[src/rtl/MemoryModesPackage.sv]
// Memory access mode encoding shared by the Memory block and its clients.
//   NONE      : no access in this direction
//   WORD      : 32-bit access
//   HALFWORD  : 16-bit access, lane selected by address[1]
//   BYTE      : 8-bit access, lane selected by address[1:0]
//   WORDLEFT  : unaligned-word left part
//   WORDRIGHT : unaligned-word right part
package MemoryModesPackage;

  typedef enum logic [2:0] {
    NONE      = 3'd0,
    WORD      = 3'd1,
    HALFWORD  = 3'd2,
    BYTE      = 3'd3,
    WORDLEFT  = 3'd4,
    WORDRIGHT = 3'd5
  } memory_mode_t;

endpackage

[src/rtl/mem_port_arbiter_pkg.sv]
// Shared types for mem_port_arbiter: FSM state, port owner encoding, the bundle of
// per-requester memory fields and the arbitration helper.
package mem_port_arbiter_pkg;

  typedef enum logic [1:0] {
    IDLE  = 2'b00,
    ISSUE = 2'b01,
    DONE  = 2'b10,
    HOLD  = 2'b11
  } arb_state_t;

  // Encoding is visible on the owner output: 00 none, 01 cpu, 10 ldr.
  typedef enum logic [1:0] {
    OWN_NONE = 2'b00,
    OWN_CPU  = 2'b01,
    OWN_LDR  = 2'b10
  } owner_t;

  typedef struct packed {
    logic [31:0] address;
    logic [31:0] data;
    logic [2:0]  write_mode;
    logic [2:0]  read_mode;
    logic        unsigned_load;
  } mem_fields_t;

  // cpu wins a collision unless prefer_ldr is set (round-robin turn).
  function automatic owner_t pick_owner(input logic cpu_req, input logic ldr_req,
                                        input logic prefer_ldr);
    if (cpu_req && !(ldr_req && prefer_ldr)) begin
      return OWN_CPU;
    end else if (ldr_req) begin
      return OWN_LDR;
    end
    return OWN_NONE;
  endfunction

endpackage

[src/rtl/mem_arb_lock_timer.sv]
// Lock watchdog counter for mem_port_arbiter.
//   clk_i     : clock, rising edge
//   rst_ni    : asynchronous active-low reset
//   clr_i     : clear the count (wins over en_i)
//   en_i      : count one HOLD cycle
//   expired_o : high during the HOLD cycle that makes the LOCK_MAX-th count
// LOCK_MAX must be >= 1 and 2**CNT_W must exceed LOCK_MAX.
module mem_arb_lock_timer #(
  parameter int unsigned LOCK_MAX = 16,
  parameter int unsigned CNT_W    = 5
) (
  input  logic clk_i,
  input  logic rst_ni,
  input  logic clr_i,
  input  logic en_i,
  output logic expired_o
);

  localparam logic [CNT_W-1:0] LastCnt = CNT_W'(LOCK_MAX - 1);

  logic [CNT_W-1:0] cnt_q, cnt_d;

  always_comb begin
    cnt_d = cnt_q;
    if (clr_i) begin
      cnt_d = '0;
    end else if (en_i) begin
      cnt_d = cnt_q + CNT_W'(1);
    end
  end

  // Expire on the cycle whose increment would reach LOCK_MAX, so the lock
  // holds for exactly LOCK_MAX HOLD cycles.
  assign expired_o = en_i && !clr_i && (cnt_q == LastCnt);

  always_ff @(posedge clk_i or negedge rst_ni) begin
    if (!rst_ni) begin
      cnt_q <= '0;
    end else begin
      cnt_q <= cnt_d;
    end
  end

endmodule

[src/rtl/mem_port_arbiter.sv]
// Shares the Memory data port between the CPU load/store unit (cpu_*) and the
// program loader/debug unit (ldr_*). Each grant drives one access onto mem_* for a
// single ISSUE cycle, captures mem_dataOutput, and pulses the owner's ack with the
// registered read data in the following DONE cycle. A requester holding lock keeps
// the port (HOLD) for back-to-back accesses, bounded by a LOCK_MAX-cycle watchdog.
//
// Ports:
//   clk, rst                 : clock (rising edge), asynchronous active-low reset
//   cpu_*/ldr_* req, lock    : request (held until ack), keep grant after access
//   cpu_*/ldr_* fields       : address, data, writeMode, readMode, unsignedLoad
//   cpu_ack/ldr_ack          : one-cycle completion pulse
//   cpu_rdata/ldr_rdata      : read data, valid with ack, held otherwise
//   mem_*                    : access fields to Memory, idle (modes NONE) outside ISSUE
//   mem_dataOutput           : combinational read data from Memory
//   owner                    : 00 none, 01 cpu, 10 ldr
//   lock_expired             : one-cycle pulse after a watchdog release
//
// Build option: define MEM_ARB_ROUND_ROBIN_EN to alternate collision winners using a
// last-served flag; otherwise cpu always wins a collision.
module mem_port_arbiter
  import MemoryModesPackage::*;
  import mem_port_arbiter_pkg::*;
#(
  parameter int unsigned LOCK_MAX = 16,
  parameter int unsigned CNT_W    = 5
) (
  input  logic        clk,
  input  logic        rst,
  input  logic        cpu_req,
  input  logic        ldr_req,
  input  logic        cpu_lock,
  input  logic        ldr_lock,
  input  logic [31:0] cpu_address,
  input  logic [31:0] ldr_address,
  input  logic [31:0] cpu_data,
  input  logic [31:0] ldr_data,
  input  logic [2:0]  cpu_writeMode,
  input  logic [2:0]  ldr_writeMode,
  input  logic [2:0]  cpu_readMode,
  input  logic [2:0]  ldr_readMode,
  input  logic        cpu_unsignedLoad,
  input  logic        ldr_unsignedLoad,
  output logic        cpu_ack,
  output logic        ldr_ack,
  output logic [31:0] cpu_rdata,
  output logic [31:0] ldr_rdata,
  output logic [31:0] mem_address,
  output logic [31:0] mem_data,
  output logic [2:0]  mem_writeMode,
  output logic [2:0]  mem_readMode,
  output logic        mem_unsignedLoad,
  input  logic [31:0] mem_dataOutput,
  output logic [1:0]  owner,
  output logic        lock_expired
);

  arb_state_t  state_q, state_d;
  owner_t      owner_q, owner_d;
  logic [31:0] cpu_rdata_q, cpu_rdata_d;
  logic [31:0] ldr_rdata_q, ldr_rdata_d;
  logic        lock_expired_q, lock_expired_d;

  logic        owner_req, owner_lock;
  logic        timer_clr, timer_en, timer_expired;
  logic        prefer_ldr;
  mem_fields_t cpu_fields, ldr_fields;

  assign cpu_fields = '{address: cpu_address, data: cpu_data, write_mode: cpu_writeMode,
                        read_mode: cpu_readMode, unsigned_load: cpu_unsignedLoad};
  assign ldr_fields = '{address: ldr_address, data: ldr_data, write_mode: ldr_writeMode,
                        read_mode: ldr_readMode, unsigned_load: ldr_unsignedLoad};

  // Requests and lock of the current owner only; the other side is ignored while
  // the port is held.
  always_comb begin
    owner_req  = 1'b0;
    owner_lock = 1'b0;
    unique case (owner_q)
      OWN_CPU: begin
        owner_req  = cpu_req;
        owner_lock = cpu_lock;
      end
      OWN_LDR: begin
        owner_req  = ldr_req;
        owner_lock = ldr_lock;
      end
      default: ;
    endcase
  end

`ifdef MEM_ARB_ROUND_ROBIN_EN
  // High when ldr was served last; reset value favours cpu on the first collision.
  logic last_ldr_q, last_ldr_d;

  assign prefer_ldr = !last_ldr_q;

  always_comb begin
    last_ldr_d = last_ldr_q;
    if (state_q == DONE) begin
      last_ldr_d = (owner_q == OWN_LDR);
    end
  end

  always_ff @(posedge clk or negedge rst) begin
    if (!rst) begin
      last_ldr_q <= 1'b1;
    end else begin
      last_ldr_q <= last_ldr_d;
    end
  end
`else
  assign prefer_ldr = 1'b0;
`endif

  always_comb begin
    state_d        = state_q;
    owner_d        = owner_q;
    cpu_rdata_d    = cpu_rdata_q;
    ldr_rdata_d    = ldr_rdata_q;
    lock_expired_d = 1'b0;
    timer_clr      = 1'b0;
    timer_en       = 1'b0;

    unique case (state_q)
      IDLE: begin
        owner_d = pick_owner(cpu_req, ldr_req, prefer_ldr);
        if (owner_d != OWN_NONE) begin
          state_d = ISSUE;
        end
      end
      ISSUE: begin
        if (owner_q == OWN_CPU) begin
          cpu_rdata_d = mem_dataOutput;
        end else if (owner_q == OWN_LDR) begin
          ldr_rdata_d = mem_dataOutput;
        end
        state_d = DONE;
      end
      DONE: begin
        if (owner_lock) begin
          state_d   = HOLD;
          timer_clr = 1'b1;
        end else begin
          state_d = IDLE;
          owner_d = OWN_NONE;
        end
      end
      HOLD: begin
        timer_en = 1'b1;
        if (owner_req) begin
          state_d = ISSUE;
        end else if (!owner_lock) begin
          state_d = IDLE;
          owner_d = OWN_NONE;
        end else if (timer_expired) begin
          state_d        = IDLE;
          owner_d        = OWN_NONE;
          lock_expired_d = 1'b1;
        end
      end
      default: begin
        state_d = IDLE;
        owner_d = OWN_NONE;
      end
    endcase
  end

  mem_arb_lock_timer #(
    .LOCK_MAX (LOCK_MAX),
    .CNT_W    (CNT_W)
  ) u_lock_timer (
    .clk_i     (clk),
    .rst_ni    (rst),
    .clr_i     (timer_clr),
    .en_i      (timer_en),
    .expired_o (timer_expired)
  );

  // Decoded from registered state so an asynchronous reset idles Memory at once and
  // an in-flight write never reaches its commit edge.
  always_comb begin
    mem_address      = '0;
    mem_data         = '0;
    mem_writeMode    = NONE;
    mem_readMode     = NONE;
    mem_unsignedLoad = 1'b0;
    if (state_q == ISSUE) begin
      unique case (owner_q)
        OWN_CPU: begin
          mem_address      = cpu_fields.address;
          mem_data         = cpu_fields.data;
          mem_writeMode    = cpu_fields.write_mode;
          mem_readMode     = cpu_fields.read_mode;
          mem_unsignedLoad = cpu_fields.unsigned_load;
        end
        OWN_LDR: begin
          mem_address      = ldr_fields.address;
          mem_data         = ldr_fields.data;
          mem_writeMode    = ldr_fields.write_mode;
          mem_readMode     = ldr_fields.read_mode;
          mem_unsignedLoad = ldr_fields.unsigned_load;
        end
        default: ;
      endcase
    end
  end

  assign cpu_ack      = (state_q == DONE) && (owner_q == OWN_CPU);
  assign ldr_ack      = (state_q == DONE) && (owner_q == OWN_LDR);
  assign cpu_rdata    = cpu_rdata_q;
  assign ldr_rdata    = ldr_rdata_q;
  assign owner        = owner_q;
  assign lock_expired = lock_expired_q;

  always_ff @(posedge clk or negedge rst) begin
    if (!rst) begin
      state_q        <= IDLE;
      owner_q        <= OWN_NONE;
      cpu_rdata_q    <= '0;
      ldr_rdata_q    <= '0;
      lock_expired_q <= 1'b0;
    end else begin
      state_q        <= state_d;
      owner_q        <= owner_d;
      cpu_rdata_q    <= cpu_rdata_d;
      ldr_rdata_q    <= ldr_rdata_d;
      lock_expired_q <= lock_expired_d;
    end
  end

endmodule

[config.mk]
export PLATFORM = sky130hd
export DESIGN_NAME = mem_port_arbiter
export DESIGN_NICKNAME = d
export VERILOG_FILES = /design/src/rtl/MemoryModesPackage.sv /design/src/rtl/mem_port_arbiter_pkg.sv /design/src/rtl/mem_arb_lock_timer.sv /design/src/rtl/mem_port_arbiter.sv
export SDC_FILE = /design/constraint.sdc
export NUM_CORES = 1
export LEC_CHECK = 0
export ABC_CLOCK_PERIOD_IN_PS = 4400
export BUFFER_PORTS_ARGS = -buffer_cell sky130_fd_sc_hd__buf_2
export CAP_MARGIN = 20
export CORE_AREA = 2 2 126 128
export CTS_CLUSTER_DIAMETER = 120
export CTS_CLUSTER_SIZE = 28
export DETAILED_ROUTE_END_ITERATION = 12
export DIE_AREA = 0 0 128 130
export GPL_TIMING_DRIVEN = 0
export HOLD_SLACK_MARGIN = 0.12
export PLACE_DENSITY = 0.67
export SLEW_MARGIN = 20
export SYNTH_ARGS = -nofsm -noshare
export SYNTH_HDL_FRONTEND = slang
export SYNTH_SLANG_ARGS = --single-unit
[constraint.sdc]
create_clock -name clk -period 4.4 [get_ports clk]
set_input_delay 0.88 -clock clk [delete_from_list [all_inputs] [get_ports clk]]
set_output_delay 0.88 -clock clk [all_outputs]
set_load 0.02 [all_outputs]
# --- Yosys cells after proc, flatten, opt, wreduce, memory -nomap -nowiden ---
# Index checks and enable logic that the tools add are counted.
word_totals:
  regBits: 74
  in_bits: 180
  output_inout_bits: 140
op_classes:
  n_addsub: 1
  n_eq_ne: 11
  muxes: 37
  n_bitwise: 1
  reduce_logical: 13
op_table:
  columns: ["operator", "count"]
  rows:
  - ["32-bit case mux with 2 select lines", 2]
  - ["32-bit two-way mux", 2]
  - ["2-bit two-way mux", 11]
  - ["3-bit case mux with 2 select lines", 2]
  - ["1-bit two-way mux", 11]
  - ["5-bit two-way mux", 2]
  - ["2-bit case mux with 4 select lines", 1]
  - ["2-bit == test, second input constant", 3]
  - ["3-bit two-way mux", 2]
  - ["2-bit inequality test, second input constant", 3]
  - ["1-bit case mux with 2 select lines", 3]
  - ["2-bit case mux with 3 select lines", 1]
  - ["5-bit by 1-bit adder with 5-bit output, second input constant", 1]
  - ["5-bit by 4-bit == test with 1-bit output, second input constant", 1]
  - ["2-bit by 1-bit == test with 1-bit output, second input constant", 2]
  - ["1-bit logical AND", 4]
  - ["4-bit inequality test, second input constant", 1]
  - ["2-bit AND reduction", 2]
  - ["4-bit AND reduction", 1]
  - ["2-bit nonzero test", 2]
  - ["3-bit inequality test, second input constant", 1]
  - ["3-bit AND reduction", 1]
  - ["3-bit nonzero test", 1]
  - ["2-bit zero test", 1]
  - ["2 further kinds", 2]

# --- Depth between registers and ports, before layout ---
# Gate-level depths: netlist (run 1).
depth:
  ltp_word: 11
  ltp_mapped: 6
  mapped_depth_nobuf: 6

# --- By module ---
# A second synthesis (run 1) with hierarchy kept.
unflattened:
  cells_unflattened: 362
  area_unflattened_um2: 4043.9
by_module_without_submodules:
  columns: ["mod", "instances", "cells_each", "area_per_inst_um2"]
  rows:
  - ["mem_port_arbiter", 1, 337, 3758.6]
  - ["mem_arb_lock_timer", 1, 25, 285.3]

# --- Worst setup path before layout (run 1) ---
# Ideal clock, no wire load.
synth_path:
  path_kind: "reg2out"
  from: "reg owner_q[0], in the netlist owner[0]"
  to: "out mem_address[0]"
  arrival_ps: 1680
  required_ps: 3520
  slack_ps: 1840
  path_stages_with_launch: 7
  path_buffers: 2
  path_cell_list: "dfrtp_1 inv_1 ha_1 nand2b_1 clkbuf_1 buf_2 nor2_1"
synth_via:
  elab_chain_cells: 3
  elab_cells_between_ends: 4
synth_rtl:
  columns: ["item", "line_no", "rtl"]
  rows:
  - ["start, declared", "mem_port_arbiter.sv:58", "owner_t owner_q, owner_d;"]
  - ["start signal, assigned", "mem_port_arbiter.sv:224", "owner_q <= owner_d;"]
  - ["2-bit == test / 2-bit by 1-bit == test with 1-bit output (equally long branches)", "mem_port_arbiter.sv:188", "unique case (owner_q)"]
  - ["32-bit case mux with 2 select lines *", "mem_port_arbiter.sv:188", null]
  - ["32-bit two-way mux *", "mem_port_arbiter.sv:187", "if (state_q == ISSUE) begin"]
  - ["end, declared", "mem_port_arbiter.sv:47", "output logic [31:0] mem_address,"]
# Mark *: on every way between the ends. The rest lies on a longest branch, timed or not.

# --- Worst setup path after layout (run 1) ---
layout_path:
  from: "reg owner_q[0], in the netlist owner[0]"
  to: "out mem_address[29]"
# Same word-level chain as after synthesis.

==> flow_summary.toml, run 1 <==
[grt]
grt_pass1_vias = 3780
antenna_found_initial = 2
grt_start_max_net_pins = 42
globalRoute.totalOverflow = 0
wire_length_of_the_first_global_routing_pass_mm = 19.6
track_usage_pct = 15.1

[power]
cellPowerDensity_nw_per_um2 = 674
power.internal_mw = 2.33
power_frac_seq_pct = 29.0
vdd_ir_drop_max_uv = 412
p_switching_mw = 1.77
totalPowerFinal_mw = 4.11
combPwrFrac_pct = 52.1
total_leakage_power_nw = 3.11
power_switching_share_pct = 43.2
clkPwrFrac_pct = 19.0

[drt]
wire_per_inst_um = 15.4
final_antenna_net_count = 0
via_per_inst = 4.69
first_iter_violations = 215
drt-pass1-iter-count = 4
remaining_routing_drc_violations = 0
via_count = 4212
drt-total-wl_mm = 13.8

[floorplanning]
initial_utilization_pct = 25.4
core.rowCount = 46
io_pins = 320
design.die.area_um2 = 16600
die-width_um = 128
die_h_um = 130
core_box_area_um2 = 15400

[job]
cap_violations = 0

[timing]
final.period_utilization_pct = 73.1
whs_ns = 0.486
rsz0062_at_grt = "false"
relSlewSlack_pct = 64.7
hold_viol_final = 0
min_period_ns = 3.22
max_slew.worst_pin.slew_ns = 0.530
setup_tns_ns = 0
report.final.slew_viol_count = 0
achievable-frequency_mhz = 311
finalSetupViolations = 0
clock-skew-final_ns = 0.00693

[layout]
regArea_um2 = 1850
area.growth.synth_to_final_pct = 55.5
post_layout_nonfiller_instances = 898
num-fill-cells = 1570
multiInputGateArea_um2 = 1890
layout-drive-gt1-share_pct = 51.6
design.final.nets = 886
antenna-diode-count = 0

[yosys]
number_of_enable_flip_flop_cells_after_synthesis = 0
yosys-top-cells-area = "sky130_fd_sc_hd__dfrtp_1, sky130_fd_sc_hd__mux2_1, sky130_fd_sc_hd__a22oi_1"
synth.cell_area_um2 = 3920
synthDistinctLibCells = 34
yosys.cell_count.top_type = "sky130_fd_sc_hd__dfrtp_1"
synthDominantCellAreaShare_pct = 47.2
synth_common_cells = "sky130_fd_sc_hd__dfrtp_1, sky130_fd_sc_hd__a22oi_1, sky130_fd_sc_hd__nor2_1"
synth_top_cell_by_area = "sky130_fd_sc_hd__dfrtp_1"
synth_fp_nets = 555
postSynthCellCount = 371
syn-mean-instance-area_um2 = 10.6
postSynthRegisterBits = 74
yosys_warnings = 0
synth_async_sr_flop_share_pct = 100
synth.yosys.seq_area_share_pct = 47.2
synth_ff_type = "sky130_fd_sc_hd__dfrtp_1"

[critical_path]
worstPathMaxFanout = 10
cpMostUsedCell = "sky130_fd_sc_hd__buf_2"
setup.worst_path.class = "flop to primary output"
critical_path.slowest_cell = "sky130_fd_sc_hd__clkbuf_1"
timing.critical_path.to_type = "primary output"
critPathBufInv = 4
timing.critical_path.slowest_cell_delay_ns = 0.42
cp_data_arrival_time_ns = 2.34
timing.critical_path.from_type = "flop"
critical_path.cell_chain = "inv_1, ha_1, nand2b_1, clkbuf_1, buf_2, nor2_1, buf_2"
path_delay_family = "buffers and inverters"
timing.critical_path.required_ns = 3.52

[clock_network]
clockBufferDepth = 2
cts-htree-levels = 3
clock_tree_from_tritoncts = "built"
cts_buffers = 9
post_cts_setup_repair_bufs = 0
worstSkewPairLatency_ns = 0.33
cts.clk_slew.worst_paths_ns = 0.06
cts-resized-gates = 0
postCtsHoldBufs = 0
clock_tree_root_driver_cell = "sky130_fd_sc_hd__clkbuf_16"
cts_sinks = 74

[placement]
io_buffer_count = 319
post-dp-hpwl_mm = 11.1
globalplace.congestion = 0.728
dp_cells = 883

[outcome]
run_status = "finished, final reports clean"

[worst_hold_path]
hp-class = "flop to flop"
==> routing by layer <==
metal	routed length (µm)	track usage (%)	part of all wire [%]	vias to the layer above
met1	5710	18.3	41	1975
met4	257	4.98	1.9	4
met5	24	0	0.17	-
li1	-	-	-	2015
met3	1150	4.51	8.3	18
met2	6700	25.9	48	200
==> worst reg2reg max path, stage by stage (launching register included) <==
cell	delay, ns
sky130_fd_sc_hd__dfrtp_1	0.41
sky130_fd_sc_hd__ha_1	0.24
sky130_fd_sc_hd__and3_1	0.19
sky130_fd_sc_hd__ha_1	0.22
sky130_fd_sc_hd__a21bo_2	0.22
sky130_fd_sc_hd__a2bb2oi_1	0.14
sky130_fd_sc_hd__o32ai_1	0.28
==> final cells by class <==
| cell class | instances | share of cell area [%] |
|---|---|---|
| Clock inverter | 6 | 1.48 |
| Sequential cell | 74 | 30.4 |
| Tap cell | 192 | 3.94 |
| Inverter | 6 | 0.370 |
| Timing Repair Buffer | 320 | 26.6 |
| Clock buffer | 9 | 3.70 |
| Multi-Input combinational cell | 257 | 31.1 |
| Buffer | 34 | 2.48 |
==> power by group through the flow <==
stage | clock (mW) | combinational (mW) | sequential [mW]
global placement | 0 | 2.14 | 1.18
CTS | 0.803 | 2.17 | 1.19
detailed placement | 0 | 2.16 | 1.20
floorplan | 0 | 1.01 | 1.58
finish | 0.778 | 2.14 | 1.19
global route | 0.832 | 2.33 | 1.24
==> metrics by stage <==
step	setup WS (ns)	util (%)	cell area, µm²
detailed placement	1.51	37.5	5780
floorplan	1.84	-	3920
global placement	1.55	37.3	5760
global route	1.00	39.5	6090
finish	1.18	39.5	6090
CTS	1.14	39.5	6090
==> path summary, 6_finish.rpt <==
check / startpoint / to / slack, ns / depth (start not counted)
max: owner[0] / mem_address[29] / 1.18 / 7
min: cpu_rdata[20] / cpu_rdata[20] / 0.49 / 1
max reg2reg: u_lock_timer.cnt_q[0] / owner[0] / 2.59 / 6
min reg2reg: cpu_rdata[20] / cpu_rdata[20] / 0.49 / 1
max in group asynchronous: rst / ldr_rdata[26] / 3.33 / 2
min in group asynchronous: rst / ldr_rdata[10] / 0.50 / 1
==> cells in the final DEF, fill, tap and decap left out, types with 3 or more instances in the layout <==
cell type / instances
sky130_fd_sc_hd__buf_1: 3
sky130_fd_sc_hd__o21ai_0: 4
sky130_fd_sc_hd__ha_1: 4
sky130_fd_sc_hd__inv_1: 6
sky130_fd_sc_hd__dfrtp_1: 74
sky130_fd_sc_hd__nand2b_1: 4
sky130_fd_sc_hd__mux2_1: 60
sky130_fd_sc_hd__clkbuf_1: 12
sky130_fd_sc_hd__mux2_2: 5
sky130_fd_sc_hd__nor2_1: 73
sky130_fd_sc_hd__clkbuf_16: 9
sky130_fd_sc_hd__nand3_1: 3
sky130_fd_sc_hd__and3b_1: 3
sky130_fd_sc_hd__buf_2: 337
sky130_fd_sc_hd__a22oi_1: 73
sky130_fd_sc_hd__nand2_1: 3
==> sequential cells by signal, summed over array words and instances (netlist names) <==
name / cells
cpu_rdata: 32
ldr_rdata: 32
lock_expired: 1
owner: 2
state_q: 2
u_lock_timer.cnt_q: 5
==> kinds of logic (layout without fill, tap and decap cells) <==
family                     after synthesis  count (layout)  share of synthesized area (%)
AOI/OAI and AO/OA                       93              93                           17.6
adders and majority gates                4               4                           1.28
buffers and inverters                   40             375                           4.44
DFF                                     74              74                           47.2
muxes                                   66              66                           18.9
and+or+nand+nor                         94              94                           10.5
Note: power is estimated with default switching activity, not from simulation.
==> run 2: changes to the inputs <==
ABC_CLOCK_PERIOD_IN_PS = 2800   (was 4400)
CORE_AREA = 2 2 124 126   (was 2 2 126 128)
DIE_AREA = 0 0 126 128   (was 0 0 128 130)
PLACE_DENSITY = 0.71   (was 0.67)
clock period = 2.8 ns   (was 4.4 ns; I/O delays follow)
==> run 2 against run 1 <==
Count of clock-buffer cells in the layout grew 2. Critical path depth fell by 1. Routed wire length grew 8.8%. Clock skew rose by 0.00078 ns. Non-clock buffer count fell by 1. Sequential cell count did not move. Power up 59%. Sequential share of layout area is 0.14 points lower. Critical endpoint is now mem_address[19].
==> flow_summary.toml, run 2 (synthesis results as in run 1) <==
[outcome]
run_status = "finished, final reports clean"

[power]
total_leakage_power_nw = 3.16
p_switching_mw = 2.81
totalPowerFinal_mw = 6.54
power_switching_share_pct = 43.1
combPwrFrac_pct = 52.2
vdd_ir_drop_max_uv = 762
power_frac_seq_pct = 28.7
clkPwrFrac_pct = 19.1
power.internal_mw = 3.72
cellPowerDensity_nw_per_um2 = 1070

[grt]
grt_start_max_net_pins = 42
globalRoute.totalOverflow = 0
antenna_found_initial = 3
global_route.usage.met1_pct = 20.1
wire_length_of_the_first_global_routing_pass_mm = 22.1
grt_pass1_vias = 4120
grtUsageMet2_pct = 30.9
groute.layer.met3.usage_pct = 5.09
track_usage_pct = 17.5
globalRoute.busiestLayer = "met2"

[drt]
wire_per_inst_um = 16.8
final_antenna_net_count = 0
drt-total-wl_mm = 15.1
via_count = 4252
first_iter_violations = 212
remaining_routing_drc_violations = 0
via_per_inst = 4.75
drt-pass1-iter-count = 6

[critical_path]
setup.worst_path.class = "flop to primary output"
reg2reg_setup_slack_ns = 1.04
timing.critical_path.required_ns = 2.24
cp_data_arrival_time_ns = 2.11
worst_r2r_path_depth = 6
timing.rr.end = "owner[0]"
beginning_of_the_critical_path = "owner[0]"
r2r-start = "u_lock_timer.cnt_q[0]"
timing.critical_path.to_type = "primary output"
worstPathMaxFanout = 10
timing.critical_path.from_type = "flop"

[layout]
multiInputGateArea_um2 = 1900
mostFrequentLayoutCells = "sky130_fd_sc_hd__buf_2, sky130_fd_sc_hd__dfrtp_1, sky130_fd_sc_hd__a22oi_1, sky130_fd_sc_hd__nor2_1, sky130_fd_sc_hd__mux2_1"
regArea_um2 = 1850
utilization_pct = 41.2
postLayoutCellArea_um2 = 6120
layout-drive-gt1-share_pct = 53.7
num-fill-cells = 1509
post_layout_nonfiller_instances = 896
design.final.nets = 885
mostFrequentLayoutCell = "sky130_fd_sc_hd__buf_2"
area.growth.synth_to_final_pct = 56.2

[timing]
final.period_utilization_pct = 95.2
report.final.slew_viol_count = 0
min_period_ns = 2.67
clock-skew-final_ns = 0.00772
relSlewSlack_pct = 69.8
post-route-worst-setup-slack_ns = 0.135
finalSetupViolations = 0
whs_ns = 0.185
setup_tns_ns = 0
achievable-frequency_mhz = 375
hold_viol_final = 0
max_slew.worst_pin.slew_ns = 0.454

[placement]
placed_cell_area_um2 = 5770
pre_cts_slack_ns = 0.225
post-dp-hpwl_mm = 12.3
dp_cells = 879
io_buffer_count = 319
globalplace.congestion = 0.893

[floorplanning]
io_pins = 320
initial_utilization_pct = 26.4
core_box_area_um2 = 14900
core.rowCount = 45
die-width_um = 126
die_h_um = 128
design.die.area_um2 = 16100

[clock_network]
cts-htree-levels = 3
clock_tree_from_tritoncts = "built"
post_cts_setup_repair_bufs = 0
clock_tree_root_driver_cell = "sky130_fd_sc_hd__clkbuf_16"
postCtsHoldBufs = 0
cts.clk_slew.worst_paths_ns = 0.06
cts_sinks = 74
worstSkewPairLatency_ns = 0.32
cts-resized-gates = 2
clockBufferDepth = 2
cts_buffers = 9

[job]
cap_violations = 0

[worst_hold_path]
hp-class = "input port to async pin"
run 2: cell types whose count changed in the layout (fill, tap and decap cells not counted), sizes merged:
cell,delta
clkbuf,+4
buf,-3
diode,+2
clkinv,-1
run 2: area by class of cell:
type	instances	share of cell area [%]
clock buffer	11	3.96
buffer	33	2.70
clock inverter	5	1.39
tap	188	3.84
antenna	2	0.0817
inverter	6	0.368
sequential	74	30.2
timing repair buffer	320	26.4
multi-input combinational	257	31.0
run 2: power by group through the flow:
stage	Combinational (mW)	Clock [mW]	Sequential, mW
2_1_floorplan	1.59	0	2.48
4_1_cts	3.44	1.28	1.89
3_3_place_gp	3.38	0	1.86
5_1_grt	3.72	1.32	1.95
3_5_place_dp	3.43	0	1.90
6_report	3.41	1.25	1.88
run 2: worst max-delay path, stage by stage, from the launching register on:
cell,delay (ns)
sky130_fd_sc_hd__dfrtp_1,0.40
sky130_fd_sc_hd__inv_1,0.07
sky130_fd_sc_hd__ha_1,0.38
sky130_fd_sc_hd__nand2b_2,0.33
sky130_fd_sc_hd__buf_2,0.23
sky130_fd_sc_hd__nor2_1,0.17
sky130_fd_sc_hd__buf_2,0.19
run 2: worst max-delay path by stage:
| stage | endpoint | slack (ns) |
|---|---|---|
| after floorplan | mem_address[0] | 0.56 |
| after global placement | mem_address[19] | 0.24 |
| after detailed placement | mem_address[19] | 0.23 |
| after CTS | mem_address[30] | 0.02 |
| after global routing | mem_address[22] | -0.006 |
| final | mem_address[19] | 0.13 |
run 2: per-layer routing:
layer / wire length (µm) / vias to the layer above
met5: 0 / -
met4: 387 / 0
met3: 1290 / 20
met2: 7620 / 213
met1: 5770 / 1991
li1: - / 2028
